## src/rtl/axi_pkg.sv

```systemverilog
// Shared AXI constants and the refill FSM state type.
package axi_pkg;
  localparam logic [1:0] AXI_BURST_INCR = 2'b01;
  localparam logic [2:0] AXI_SIZE_4B    = 3'b010;
  localparam logic [1:0] AXI_RESP_OKAY  = 2'b00;

  typedef enum logic [1:0] {
    ST_IDLE,
    ST_ADDR,
    ST_DATA,
    ST_RESP
  } refill_state_e;
endpackage

```

## src/rtl/axi_refill_linebuf.sv

```systemverilog
// Line buffer for one cache-line refill.
// Ports: clr zeroes every slot; we writes wdata into slot idx; line is the
// whole registered line, slot k at [k*DATA_WIDTH +: DATA_WIDTH].
module axi_refill_linebuf
  import axi_pkg::*;
#(
  parameter int unsigned DATA_WIDTH  = 32,
  parameter int unsigned BURST_BEATS = 8,
  parameter int unsigned IDX_WIDTH   = $clog2(BURST_BEATS)
) (
  input  logic                              clk,
  input  logic                              rst,
  input  logic                              clr,
  input  logic                              we,
  input  logic [IDX_WIDTH-1:0]              idx,
  input  logic [DATA_WIDTH-1:0]             wdata,
  output logic [DATA_WIDTH*BURST_BEATS-1:0] line
);

  logic [DATA_WIDTH*BURST_BEATS-1:0] line_d, line_q;

  always_comb begin
    line_d = line_q;
    if (clr) begin
      line_d = '0;
    end
    for (int unsigned k = 0; k < BURST_BEATS; k++) begin
      if (we && (idx == IDX_WIDTH'(k))) begin
        line_d[k*DATA_WIDTH +: DATA_WIDTH] = wdata;
      end
    end
  end

  always_ff @(posedge clk) begin
    if (rst) begin
      line_q <= '0;
    end else begin
      line_q <= line_d;
    end
  end

  assign line = line_q;

endmodule

```

## src/rtl/axi_refill_master.sv

```systemverilog
// AXI4 read-burst master: one refill request -> one INCR burst of
// BURST_BEATS beats, assembled into a line with an error flag.
// Ports: req_* request handshake, resp_* line/err return, AR*/R* AXI read
// channels. Define AXI_REFILL_PERF_EN to add perf_refills and
// perf_stall_cycles (saturating 32-bit counters).
module axi_refill_master
  import axi_pkg::*;
#(
  parameter int unsigned ADDR_WIDTH  = 32,
  parameter int unsigned DATA_WIDTH  = 32,
  parameter int unsigned BURST_BEATS = 8,
  parameter int unsigned LEN_WIDTH   = 8
) (
  input  logic                              clk,
  input  logic                              rst,
  input  logic                              req_valid,
  output logic                              req_ready,
  input  logic [ADDR_WIDTH-1:0]             req_addr,
  output logic                              resp_valid,
  input  logic                              resp_ready,
  output logic [DATA_WIDTH*BURST_BEATS-1:0] resp_line,
  output logic                              resp_err,
  output logic                              ARVALID,
  input  logic                              ARREADY,
  output logic [ADDR_WIDTH-1:0]             ARADDR,
  output logic [LEN_WIDTH-1:0]              ARLEN,
  output logic [2:0]                        ARSIZE,
  output logic [1:0]                        ARBURST,
  input  logic                              RVALID,
  input  logic [DATA_WIDTH-1:0]             RDATA,
  input  logic                              RLAST,
  input  logic [1:0]                        RRESP,
  output logic                              RREADY
`ifdef AXI_REFILL_PERF_EN
  ,
  output logic [31:0]                       perf_refills,
  output logic [31:0]                       perf_stall_cycles
`endif
);

  localparam int unsigned CNT_WIDTH = $clog2(BURST_BEATS);
  localparam logic [CNT_WIDTH-1:0]  LAST_BEAT = CNT_WIDTH'(BURST_BEATS - 1);
  localparam logic [ADDR_WIDTH-1:0] LINE_MASK = ~ADDR_WIDTH'(BURST_BEATS * 4 - 1);

  refill_state_e         state_d, state_q;
  logic [ADDR_WIDTH-1:0] araddr_d, araddr_q;
  logic                  arvalid_d, arvalid_q;
  logic                  rready_d, rready_q;
  logic                  resp_valid_d, resp_valid_q;
  logic                  err_d, err_q;
  logic [CNT_WIDTH-1:0]  cnt_d, cnt_q;
  logic                  buf_clr, buf_we;

  always_comb begin
    state_d      = state_q;
    araddr_d     = araddr_q;
    arvalid_d    = arvalid_q;
    rready_d     = rready_q;
    resp_valid_d = resp_valid_q;
    err_d        = err_q;
    cnt_d        = cnt_q;
    buf_clr      = 1'b0;
    buf_we       = 1'b0;
    unique case (state_q)
      ST_IDLE: begin
        if (req_valid) begin
          araddr_d  = req_addr & LINE_MASK;
          arvalid_d = 1'b1;
          err_d     = 1'b0;
          buf_clr   = 1'b1;
          state_d   = ST_ADDR;
        end
      end
      ST_ADDR: begin
        if (ARREADY) begin
          arvalid_d = 1'b0;
          rready_d  = 1'b1;
          cnt_d     = '0;
          state_d   = ST_DATA;
        end
      end
      ST_DATA: begin
        if (RVALID && rready_q) begin
          buf_we = 1'b1;
          err_d  = err_q | (RRESP != AXI_RESP_OKAY);
          // Full count or early RLAST both end the burst; RLAST must agree with the count.
          if ((cnt_q == LAST_BEAT) || RLAST) begin
            if (cnt_q == LAST_BEAT ? !RLAST : 1'b1) begin
              err_d = 1'b1;
            end
            rready_d     = 1'b0;
            resp_valid_d = 1'b1;
            state_d      = ST_RESP;
          end else begin
            cnt_d = cnt_q + 1'b1;
          end
        end
      end
      ST_RESP: begin
        if (resp_ready) begin
          resp_valid_d = 1'b0;
          state_d      = ST_IDLE;
        end
      end
      default: state_d = ST_IDLE;
    endcase
  end

  always_ff @(posedge clk) begin
    if (rst) begin
      state_q      <= ST_IDLE;
      araddr_q     <= '0;
      arvalid_q    <= 1'b0;
      rready_q     <= 1'b0;
      resp_valid_q <= 1'b0;
      err_q        <= 1'b0;
      cnt_q        <= '0;
    end else begin
      state_q      <= state_d;
      araddr_q     <= araddr_d;
      arvalid_q    <= arvalid_d;
      rready_q     <= rready_d;
      resp_valid_q <= resp_valid_d;
      err_q        <= err_d;
      cnt_q        <= cnt_d;
    end
  end

  axi_refill_linebuf #(
    .DATA_WIDTH (DATA_WIDTH),
    .BURST_BEATS(BURST_BEATS),
    .IDX_WIDTH  (CNT_WIDTH)
  ) u_linebuf (
    .clk  (clk),
    .rst  (rst),
    .clr  (buf_clr),
    .we   (buf_we),
    .idx  (cnt_q),
    .wdata(RDATA),
    .line (resp_line)
  );

  assign req_ready  = (state_q == ST_IDLE);
  assign resp_valid = resp_valid_q;
  assign resp_err   = err_q;
  assign ARVALID    = arvalid_q;
  assign ARADDR     = araddr_q;
  assign ARLEN      = LEN_WIDTH'(BURST_BEATS - 1);
  assign ARSIZE     = AXI_SIZE_4B;
  assign ARBURST    = AXI_BURST_INCR;
  assign RREADY     = rready_q;

`ifdef AXI_REFILL_PERF_EN
  logic [31:0] refills_d, refills_q;
  logic [31:0] stall_d, stall_q;

  always_comb begin
    refills_d = refills_q;
    stall_d   = stall_q;
    if ((state_q == ST_RESP) && resp_ready && (refills_q != '1)) begin
      refills_d = refills_q + 32'd1;
    end
    if ((((state_q == ST_DATA) && !RVALID) || ((state_q == ST_ADDR) && !ARREADY))
        && (stall_q != '1)) begin
      stall_d = stall_q + 32'd1;
    end
  end

  always_ff @(posedge clk) begin
    if (rst) begin
      refills_q <= '0;
      stall_q   <= '0;
    end else begin
      refills_q <= refills_d;
      stall_q   <= stall_d;
    end
  end

  assign perf_refills      = refills_q;
  assign perf_stall_cycles = stall_q;
`endif

endmodule

```

## config.mk

```make
export PLATFORM = sky130hd
export DESIGN_NAME = axi_refill_master
export DESIGN_NICKNAME = d
export VERILOG_FILES = /design/src/rtl/axi_pkg.sv /design/src/rtl/axi_refill_linebuf.sv /design/src/rtl/axi_refill_master.sv
export SDC_FILE = /design/constraint.sdc
export NUM_CORES = 1
export LEC_CHECK = 0
export CAP_MARGIN = 20
export CELL_PAD_IN_SITES_DETAIL_PLACEMENT = 0
export CELL_PAD_IN_SITES_GLOBAL_PLACEMENT = 1
export CORE_MARGIN = 4
export CORE_UTILIZATION = 32
export DETAILED_ROUTE_END_ITERATION = 6
export PLACE_DENSITY_LB_ADDON = 0.1
export SKIP_LAST_GASP = 1
export SLEW_MARGIN = 20
export SYNTH_ARGS = -nofsm -noshare
export SYNTH_HDL_FRONTEND = slang
export SYNTH_SLANG_ARGS = --single-unit
```

## constraint.sdc

```tcl
create_clock -name clk -period 2.15 [get_ports clk]
set_input_delay 0.43 -clock clk [delete_from_list [all_inputs] [get_ports clk]]
set_output_delay 0.43 -clock clk [all_outputs]
set_load 0.01 [all_outputs]
```

==> results.md, run 1 <==
- Hold WC Path Type: input pin to flip-flop
- TritonCTS Buffers: 35
- Die H: between 150 and 200 um
- Post-synthesis mux area share: less than 1%
- Drt first pass iters: 6
- Synth Area in Adders: under 10%
- Synthesized area: roughly 11000 sq um
- Placed cells: roughly 2100
- # DRC: 0
- Synth Register Bits: 292
- Final hold viol count: 0
- Register Area: approximately 6000 sq um
- Placed cell area: around 15000 sq um
- Setup crit end kind: primary output
- GRT Overall Usage: 21.7%
- Pwr Density: approximately 830 nW/um^2
- Rel. slew slack: about three fifths
- Leak: roughly 5.4 nW
- Final cell count without fillers: roughly 2200
- DIE AREA: about 38000 sq um
- CTS clock-pin slew for the worst setup and hold paths: ~0.06 ns
- Startpoint class of the critical path: flip-flop
- Peak Freq: between 0.4 and 0.5 GHz
- Post-place setup slack: -0.0109 ns
- Critical path type: flip-flop to primary output
- Seq/Total Area, Yosys: a little over half
- Max IR drop VDD: slightly above 0.0004 V
- Initial antenna violation count: 0
- # rows: 67
- Synth warn: 0
- Antenna Cells: 0
- Dpl hpwl: between 20000 and 30000 um
- Worst skew pair latency: around 0.51 ns
- Final min period: ~2.0 ns
- H-tree depth: 2
- DR WL/cell: 19.9 um
- Synth Area in Compound Gates: 14.2%
- Status: complete, no violations
- Final worst setup slack: between 0.1 and 0.15 ns
- Sink Count: just under 300
- Vias in the first global route: 10300
- Total power: between 10 and 15 mW
- Largest net degree at the start of global routing: 76
- Layout cell share with drive strength beyond 1: between 7 and 8%
- Placer congestion estimate: 0.768
- CTS tree: yes
- Die X: 194 um
- Max Transition Viols Final: 0
- Hold WS: about 0.33 ns
- Footprint of the multi-input gates: around 4600 sq um
- Worst Tran Pin Value: between 0.5 and 0.6 ns
- Hold Buf Count CTS: 0
- Distinct cell type count after synthesis: 34
- RSZ-0062 raised after global routing: false
- Nets: ~1800
- Vias per cell: 5.01
- WP data arrival: roughly 1.6 ns
- Via count: between 10000 and 15000
- # IOs: approximately 380
- Clock root buffer: clkbuf_16
- Avg Inst Size Synth: approximately 7.9 sq um
- CP Cell Sequence: buf_4 > clkdlybuf4s50_1
- Period utilization: a little over nine tenths
- Drt total wl: roughly 43000 um
- Setup TNS: 0 ns
- PortBufs: 355
- GR Util met2: between 30% and 40%
- Remaining Overflow, GRT: 0
- Synth Area in Simple Gates: around 24%
- GR Util met3: about 6.6%
- Most Crowded Layer GR: met2
- First-pass GRT wire length: between 60000 and 70000 um
- Post-layout util: around half
- Crit-path max FO: 12
- Data required, critical path: approximately 1.7 ns
- Post-Layout Inst Area: 16400 sq um
- Max Root-Sink Buffers: 3
- Max-cap violations: 0
- Critical path's largest stage delay: ~0.56 ns
- Met1 GRT Util: 29.1%
- Largest family of logic cells by synthesized area: simple AND/OR/NAND/NOR gates
- Syn Inst Count: 1407
- FILL cells: between 3000 and 4000
- Initial DRC Count: approximately 840
- Core area: about 34000 sq um
- Crit-path slowest cell: clkdlybuf4s50_1
- Final setup vio count: 0
- Clock Skew: around 0.016 ns
- Layout area overhead: 48.1%
- Fraction of synthesized cell area in xor and xnor cells: 0%
- Starting Density: ~33%
- Post-route antenna net violation count: 0
-- final cells by class --
type | instances | area share [%]
Clock inverter | 6 | 0.358
Timing Repair Buffer | 412 | 26.3
Inverter | 8 | 0.183
Clock buffer | 54 | 6.33
Sequential cell | 292 | 35.6
Multi-Input combinational cell | 949 | 27.8
Tap cell | 448 | 3.41
-- where the power goes --
| group | total [mW] | internal (mW) | switching, mW | leakage [nW] |
|---|---|---|---|---|
| Sequential | 5.62 | 5.54 | 0.0730 | 2.36 |
| Clock | 5.73 | 3.44 | 2.29 | 0.540 |
| Combinational | 2.36 | 0.884 | 1.48 | 2.50 |
| Total | 13.7 | 9.87 | 3.84 | 5.40 |
-- worst max-delay path: cells and delay by family, from the launching register on --
family	cells	cell delay, ns
flops	1	0.32
buf+inv	2	0.75
-- synthesized netlist by cell type --
cell type    n  area share [%]
nand2_1    316              11
dfxtp_1    292              53
a21oi_1    287              13
nand3_1    264              12
clkbuf_1    96             3.2
buf_2       57             2.6
buf_4       18             1.2
ha_1        11             1.2
nor2_1      11            0.37
inv_1        8            0.27
o21ai_0      6            0.27
or2_2        4            0.23
and2_1       3            0.17
nand2b_1     3            0.17
nand4b_1     3            0.24
nor2b_1      3            0.17
o31ai_1      3            0.20
and3_1       2            0.11
buf_1        2           0.068
conb_1       2           0.068
nor3_1       2           0.090
o41ai_1      2            0.16
a211oi_2     1            0.11
a21boi_1     1           0.068
a221o_1      1           0.090
a31oi_1      1           0.056
clkbuf_2     1           0.045
mux2i_1      1           0.090
nor3b_1      1           0.068
o211ai_1     1           0.068
o21a_1       1           0.068
o21bai_1     1           0.068
o32ai_1      1           0.079
or3b_2       1           0.079
-- registers in the layout (all words and copies together) (netlist names) --
name and cells:
ARADDR 27, cnt_q 3, RREADY 1, resp_err 1, state_q 2, u_linebuf.line 256, resp_valid 1, ARVALID 1
-- cell families after synthesis --
group | Yosys count
adder cells (fa/ha/maj) | 11
multiplexers | 1
AO/OA/AOI/OAI | 306
AND/OR/NAND/NOR | 613
other | 2
buffers and inverters | 182
flip-flops | 292
-- per-layer routing --
layer | part of all wire [%] | routed length, um
met5 | 0 | 0
met1 | 43 | 18600
met2 | 46 | 19800
met4 | 2.3 | 1010
met3 | 8.9 | 3860
-- cells in the final DEF, fill, tap and decap left out, types with 4 or more instances in the layout --
master / n
nand2_1: 315
nand3_2: 5
clkdlybuf4s50_1: 353
clkbuf_16: 37
conb_1: 18
or2_2: 4
nand3_1: 259
a21oi_1: 287
clkbuf_8: 5
ha_1: 10
o21ai_0: 6
inv_1: 7
dfxtp_1: 292
clkbuf_1: 12
buf_12: 27
clkinv_2: 4
nor2_4: 6
buf_4: 30
nor2_1: 5
-- repair_timing --
| action | in CTS | in global routing |
|---|---|---|
| endpoints found under the setup margin | 1 | 0 |
| hold endpoints to repair | 0 | 0 |
| setup buffers | 0 | 0 |
| resized for setup | 4 | 0 |
-- path summary, 6_finish.rpt --
check                                             start                              end  slack, ns  depth (start not counted)
worst max-delay path                RREADY$_SDFFE_PP0P_                           RREADY       0.13                          2
worst max register to register    cnt_q[0]$_SDFFE_PP0P_            cnt_q[1]$_SDFFE_PP0P_       0.18                          6
worst min-delay path                                rst  u_linebuf.line[60]$_SDFFE_PP0P_       0.33                          2
worst min register to register  ARADDR[10]$_SDFFE_PP0P_          ARADDR[10]$_SDFFE_PP0P_       0.45                          2
Note: power is estimated with default switching activity, not from simulation.
==> run 2: changes to the inputs <==
--- a/config.mk
+++ b/config.mk
@@ -7,2 +7,3 @@
 export LEC_CHECK = 0
+export ABC_AREA = 1
 export CAP_MARGIN = 20
--- a/constraint.sdc
+++ b/constraint.sdc
@@ -3,2 +3,2 @@
 set_output_delay 0.43 -clock clk [all_outputs]
-set_load 0.01 [all_outputs]
+set_load 0.05 [all_outputs]
==> results.md, run 2 <==
- Period utilization: 101% (+6.6 points)
- Final worst setup slack: -0.0126 ns (-0.143 ns)
- GRT Overall Usage: 20.8% (-0.93 points)
- DIE AREA: 37900 sq um (+0.40%)
- Setup crit end kind: flip-flop
- Clock share of power: 40.4% (-1.4 points)
- Nets: 1785 (+0.17%)
- Via count: 10300 (-5.1%)
- RSZ-0062 raised after global routing: true
- Post-synth top cells: nand2_1 (449), dfxtp_1 (292), a21oi_1 (227)
- Post-route antenna net violation count: 0 (unchanged)
- First-pass GRT wire length: 62400 um (-4.1%)
- FF-to-FF Start: state_q[0]$_SDFFE_PP0P_
- Logic gate share of total power: 21.3% (+4.1 points)
- Max IR drop VDD: 0.000746 V (+84%)
- TritonCTS Buffers: 35 (unchanged)
- Max Root-Sink Buffers: 3 (unchanged)
- Flop-to-flop setup slack: -0.01 ns (-0.19 ns)
- FILL cells: 3458 (+3.6%)
- Clock root buffer: clkbuf_16
- Initial DRC Count: 530 (-37%)
- Synth warn: 0 (unchanged)
- Most common cell after layout, fill and taps aside: nand2_1
- Vias in the first global route: 9846 (-4.2%)
- PortBufs: 355 (unchanged)
- Synth Register Bits: 292 (unchanged)
- Remaining Overflow, GRT: 0 (unchanged)
- Drt first pass iters: 5 (-1)
- Hold WC Path Type: input pin to flip-flop
- # rows: 68 (+1.5%)
- Final cell count without fillers: 2180 (+0.51%)
- Dpl hpwl: 27000 um (-5.4%)
- Reg power frac: 38.3% (-2.7 points)
- Dominant cells by area after synthesis: dfxtp_1 (52%), nand2_1 (15%), a21oi_1 (10%)
- Violated checks: negative setup slack
- R2R cell count: 7 (+1)
- Data required, critical path: 2.58 ns (+0.86 ns)
- Layout area overhead: 44.9%
- Sw frac: 32.1% (+4.1 points)
- Pwr Density: 931 nW/um^2 (+12%)
- Die X: 195 um (+0.20%)
- Ys flop type: dfxtp_1
- Worst setup startpoint: state_q[0]$_SDFFE_PP0P_
- Startpoint class of the critical path: flip-flop
- # IOs: 379 (unchanged)
- Final setup vio count: 12 (+12)
- Final hold viol count: 0 (unchanged)
- WP data arrival: 2.59 ns (+1.00 ns)
- Most frequent cells in the layout: nand2_1 (449), dfxtp_1 (292), clkdlybuf4s50_1 (270)
- Distinct cell type count after synthesis: 25 (-26%)
- Synthesized area: 11100 sq um (+0.42%)
- Placed cells: 2119 (+0.47%)
- Critical path type: flip-flop to flip-flop
- # DRC: 0 (unchanged)
- Largest net degree at the start of global routing: 95 (+25%)
- Share of the synthesized area in the top cell type: 52.5% (-0.22 points)
- Worst skew pair latency: 0.51 ns (about the same)
- Crit-path max FO: 32 (+20)
- Post-layout util: 46.8% (-1.7 points)
- Leak: 6.67 nW (+24%)
- Seq/Total Area, Yosys: 52.5% (-0.22 points)
- Drt total wl: 41500 um (-4.0%)
- Leading area contributor after synthesis: dfxtp_1
- Sink Count: 292 (unchanged)
- H-tree depth: 2 (unchanged)
- Post-synth EDFFs: 0 (unchanged)
- Status: finished with violations
- Core area: 34500 sq um (+1.7%)
- Max FFs per register: 256 (unchanged)
- Rel. slew slack: 33.0% (-27 points)
- Avg Inst Size Synth: 7.88 sq um (about the same)
- Layout cell share with drive strength beyond 1: 8.23% (+0.85 points)
- Worst Tran Pin Value: 1.00 ns (+0.410 ns)
- Starting Density: 32.3% (-0.43 points)
- CTS tree: yes
- Syn Inst Count: 1414 (+0.50%)
- DR WL/cell: 19.0 um (-4.5%)
- Antenna Cells: 0 (unchanged)
- Max-cap violations: 0 (unchanged)
- Placer congestion estimate: 0.777 (+1.2%)
- CTS clock-pin slew for the worst setup and hold paths: 0.06 ns (about the same)
- Final min period: 2.16 ns (+0.143 ns)
- Switch Pwr: 4.82 mW (+26%)
- Post-Layout Inst Area: 16100 sq um (-1.8%)
- Max Transition Viols Final: 0 (unchanged)
- Synth async-reset ratio: 0% (unchanged)
- Most numerous cell in the Yosys netlist: nand2_1
- Initial antenna violation count: 0 (unchanged)
- Die H: 195 um (+0.20%)
- Clock Skew: 0.0202 ns (+0.00396 ns)
- Placed cell area: 14800 sq um (-3.3%)
- RR Endpoint: u_linebuf.line[210]$_SDFFE_PP0P_
- Peak Freq: 0.462 GHz (-6.6%)
- Postcts setup bufs: 0 (unchanged)
- Vias per cell: 4.73 (-5.6%)
- Total power: 15.0 mW (+9.7%)
- Crit path to: u_linebuf.line[210]$_SDFFE_PP0P_
- Pint: 10.2 mW (+3.5%)
-- run 2: changes by cell type in the layout (fill, tap and decap cells not counted), sizes merged, moves of 28 or more --
| cell | previous run | this run |
|---|---|---|
| nor2 | 11 | 83 |
| dlymetal6s2s | 0 | 62 |
| buf | 58 | 30 |
| nand3 | 264 | 107 |
| clkdlybuf4s50 | 353 | 270 |
| nand2 | 316 | 453 |
-- run 2: cell type report --
type	instances	area (sq um)	area share [%]
clock buffers	52	1060	6.56
clock inverters	9	128	0.791
inverters	26	106	0.659
multi-input cells	965	4470	27.7
flip-flops and latches	292	5850	36.2
well taps	455	569	3.53
repair buffers	381	3970	24.6
-- run 2: cells by family (layout without fill, tap and decap cells) --
kind of cell,Yosys count,after routing,share of synthesized area (%)
AOI/OAI and AO/OA,291,291,14.3
adders and majority gates,11,11,1.24
buffers and inverters,173,468,8.21
DFF,292,292,52.5
other,2,18,0.0674
and+or+nand+nor,645,645,23.8
-- run 2: metal layers --
layer | track usage (%) | vias up | wire length, um
met4 | 4.32 | 0 | 797
met3 | 5.69 | 51 | 3090
met2 | 34.2 | 298 | 19600
li1 | - | 5086 | -
met1 | 27.6 | 4885 | 18000
met5 | 0 | - | 0
-- run 2: timing repair --
action                                  4_1_cts  5_1_grt
cloned                                        0        0
hold buffers                                  0        0
endpoints found under the setup margin       53      222
pin swaps                                     2        1
gates resized for setup                      19       62
-- run 2: worst min path at each step --
stage | startpoint | to | slack, ns | cells after the start
after floorplan | cnt_q[1]$_SDFFE_PP0P_ | cnt_q[1]$_SDFFE_PP0P_ | 0.50 | 2
after global placement | u_linebuf.line[234]$_SDFFE_PP0P_ | u_linebuf.line[234]$_SDFFE_PP0P_ | 0.45 | 2
after detailed placement | u_linebuf.line[115]$_SDFFE_PP0P_ | u_linebuf.line[115]$_SDFFE_PP0P_ | 0.45 | 2
after CTS | rst | u_linebuf.line[13]$_SDFFE_PP0P_ | 0.23 | 2
after global routing | rst | u_linebuf.line[11]$_SDFFE_PP0P_ | 0.25 | 2
final | rst | u_linebuf.line[13]$_SDFFE_PP0P_ | 0.26 | 2
-- run 2: power by group through the flow --
stage,registers (mW),clock network [mW],logic [mW]
2_1_floorplan,6.40,0,1.65
3_3_place_gp,5.87,0,3.27
3_5_place_dp,5.88,0,3.26
4_1_cts,5.76,6.24,3.25
5_1_grt,5.79,6.46,3.49
6_report,5.76,6.08,3.20
-- run 2: critical path, stage by stage (launching register included) --
cell     delay (ns)
dfxtp_1        0.40
inv_1          0.09
ha_1           0.25
nand3_4        0.22
nor2_4         0.06
nor2_4         0.78
nand2_1        0.11
a21oi_1        0.17
-- run 2: through the flow --
stage / hold WS, ns / setup TNS, ns / setup slack, ns
6_report: 0.257 / -0.0594 / -0.0126
5_1_grt: 0.246 / -23.64 / -0.267
4_1_cts: 0.232 / -0.660 / -0.0415
3_5_place_dp: 0.452 / -22.92 / -0.200
3_3_place_gp: 0.448 / -20.98 / -0.169
2_1_floorplan: 0.497 / 0 / 0.250
==> run 3: changes to the inputs <==
CORE_MARGIN = default   (was 4)
==> results.md, run 3 (same netlist as run 2, synthesis figures left out) <==
- Status: complete, no violations
- Setup crit end kind: primary output
- PortBufs: 355 (unchanged)
- Final min period: 2.11 ns (-0.0499 ns)
- WP data arrival: 1.68 ns (-0.91 ns)
- Period utilization: 98.3% (-2.3 points)
- CP top delay family: buffers and inverters
- Layout cell share with drive strength beyond 1: 8.44% (+0.21 points)
- Core area: 33900 sq um (-1.7%)
- Via count: 10300 (-0.27%)
- Worst Tran Pin Value: 0.941 ns (-0.0619 ns)
- Rel. slew slack: 37.1% (+4.1 points)
- Worst skew pair latency: 0.50 ns (about the same)
- Die H: 189 um (-3.1%)
- Postcts setup bufs: 0 (unchanged)
- Largest net degree at the start of global routing: 96 (+1.1%)
- Drt first pass iters: 5 (unchanged)
- Antenna Cells: 0 (unchanged)
- Final setup vio count: 0 (-12)
- RSZ-0062 raised after global routing: true
- Placer congestion estimate: 0.747 (-3.8%)
- Die X: 189 um (-3.1%)
- Sink Count: 292 (unchanged)
- Most frequent cells in the layout: nand2_1 (449), dfxtp_1 (292), clkdlybuf4s50_1 (286)
- # rows: 67 (-1.5%)
- Critical path type: flip-flop to primary output
- Max Transition Viols Final: 0 (unchanged)
- Hold WS: 0.289 ns (+0.0325 ns)
- Clock root buffer: clkbuf_16
- Post-route antenna net violation count: 0 (unchanged)
- Nets: 1792 (+0.39%)
- Max Root-Sink Buffers: 3 (unchanged)
- Hold Buf Count CTS: 0 (unchanged)
- Max-cap violations: 0 (unchanged)
- H-tree depth: 2 (unchanged)
- Startpoint class of the critical path: flip-flop
- Buffers and inverters on the worst path: 1 (unchanged)
- Vias in the first global route: 9383 (-4.7%)
- Max FFs per register: 256 (unchanged)
- Initial antenna violation count: 0 (unchanged)
- CTS clock-pin slew for the worst setup and hold paths: 0.06 ns (about the same)
- Crit-path max FO: 2 (-94%)
- Most common cell after layout, fill and taps aside: nand2_1
- Critical path's largest stage delay: 0.85 ns (+0.07 ns)
- Peak Freq: 0.473 GHz (+2.4%)
- # DRC: 0 (unchanged)
- Post-layout util: 47.5% (+0.63 points)
- Drt total wl: 40600 um (-2.1%)
- Starting Density: 32.9% (+0.56 points)
- DIE AREA: 35600 sq um (-6.1%)
- Dpl hpwl: 25900 um (-3.9%)
- DR WL/cell: 18.6 um (-2.0%)
- CP Cell Sequence: clkdlybuf4s50_1
- Final cell count without fillers: 2177 (-0.14%)
- TritonCTS Buffers: 35 (unchanged)
- Layout area overhead: 44.3%
- Clock Skew: 0.0115 ns (-0.00868 ns)
- Data required, critical path: 1.72 ns (-0.86 ns)
- Final hold viol count: 0 (unchanged)
- Placed cells: 2118 (-0.047%)
- Total power: 14.6 mW (-2.7%)
- # IOs: 379 (unchanged)
- Leak: 6.39 nW (-4.2%)
- Crit-path slowest cell: clkdlybuf4s50_1
- Hold WC Path Type: input pin to flip-flop
- Initial DRC Count: 637 (+20%)
- Pwr Density: 910 nW/um^2 (-2.3%)
- Vias per cell: 4.73 (-0.13%)
- Max IR drop VDD: 0.000585 V (-22%)
- CTS tree: yes
- Remaining Overflow, GRT: 0 (unchanged)
- First-pass GRT wire length: 59700 um (-4.3%)
- GRT Overall Usage: 21.8% (+0.98 points)
==> run 3: cell types whose count changed in the layout (fill, tap and decap cells not counted), sizes merged <==
cell,before,now
nor2,83,84
dlymetal6s2s,62,50
clkdlybuf4s50,270,286
buf,30,40
bufinv,3,0
clkinvlp,0,1
clkinv,7,5
inv,25,24
clkbuf,52,54
dlygate4sd2,19,11
==> run 3: metrics by stage <==
stage	setup TNS (ns)	setup slack [ns]	instance area, sq um
detailed placement	-12.69	-0.202	14900
finish	0	0.0374	16100
global placement	-13.83	-0.174	14900
global route	-3.65	-0.108	16100
floorplan	0	0.250	11200
CTS	0	0.00111	15900
==> run 3: where the power goes <==
part	leakage, nW	internal [mW]	switching (mW)	total, mW
Combinational	3.51	0.885	2.44	3.32
Sequential	2.36	5.62	0.116	5.73
Clock	0.526	3.33	2.24	5.57
Total	6.39	9.83	4.80	14.6
==> run 3: area by class of cell <==
type	count	area (sq um)
sequential	292	5850
multi-input combinational	966	4480
tap	448	561
clock inverter	4	26.3
clock buffer	54	1050
timing repair buffer	387	4020
inverter	26	106
fill	3371	17800
==> run 3: worst register-to-register path: cells and delay by family (launching register included) <==
family	cells	cell delay, ns
DFF	1	0.38
and+or+nand+nor	3	1.01
AOI/OAI and AO/OA	1	0.15
adders and majority gates	1	0.24
buffers and inverters	2	0.20
==> run 3: timing repair <==
| item | in CTS | in global routing |
|---|---|---|
| gates cloned | 0 | 1 |
| setup endpoints to repair | 11 | 147 |
| pin swaps | 0 | 2 |
| resized for setup | 11 | 51 |
==> run 3: metal layers <==
metal | track usage, % | wire, um
met1 | 29.5 | 17900
met2 | 34.6 | 18900
met3 | 6.02 | 3160
met4 | 4.40 | 601
met5 | 0 | 0
==> run 3: worst paths after layout <==
| path | slack, ns | end | startpoint | cells past startpoint |
|---|---|---|---|---|
| hold reg to reg | 0.46 | u_linebuf.line[228]$_SDFFE_PP0P_ | u_linebuf.line[228]$_SDFFE_PP0P_ | 2 |
| setup reg to reg | 0.10 | u_linebuf.line[186]$_SDFFE_PP0P_ | state_q[0]$_SDFFE_PP0P_ | 7 |
| setup / recovery | 0.04 | resp_line[82] | u_linebuf.line[82]$_SDFFE_PP0P_ | 1 |
| hold / removal | 0.29 | u_linebuf.line[212]$_SDFFE_PP0P_ | rst | 2 |
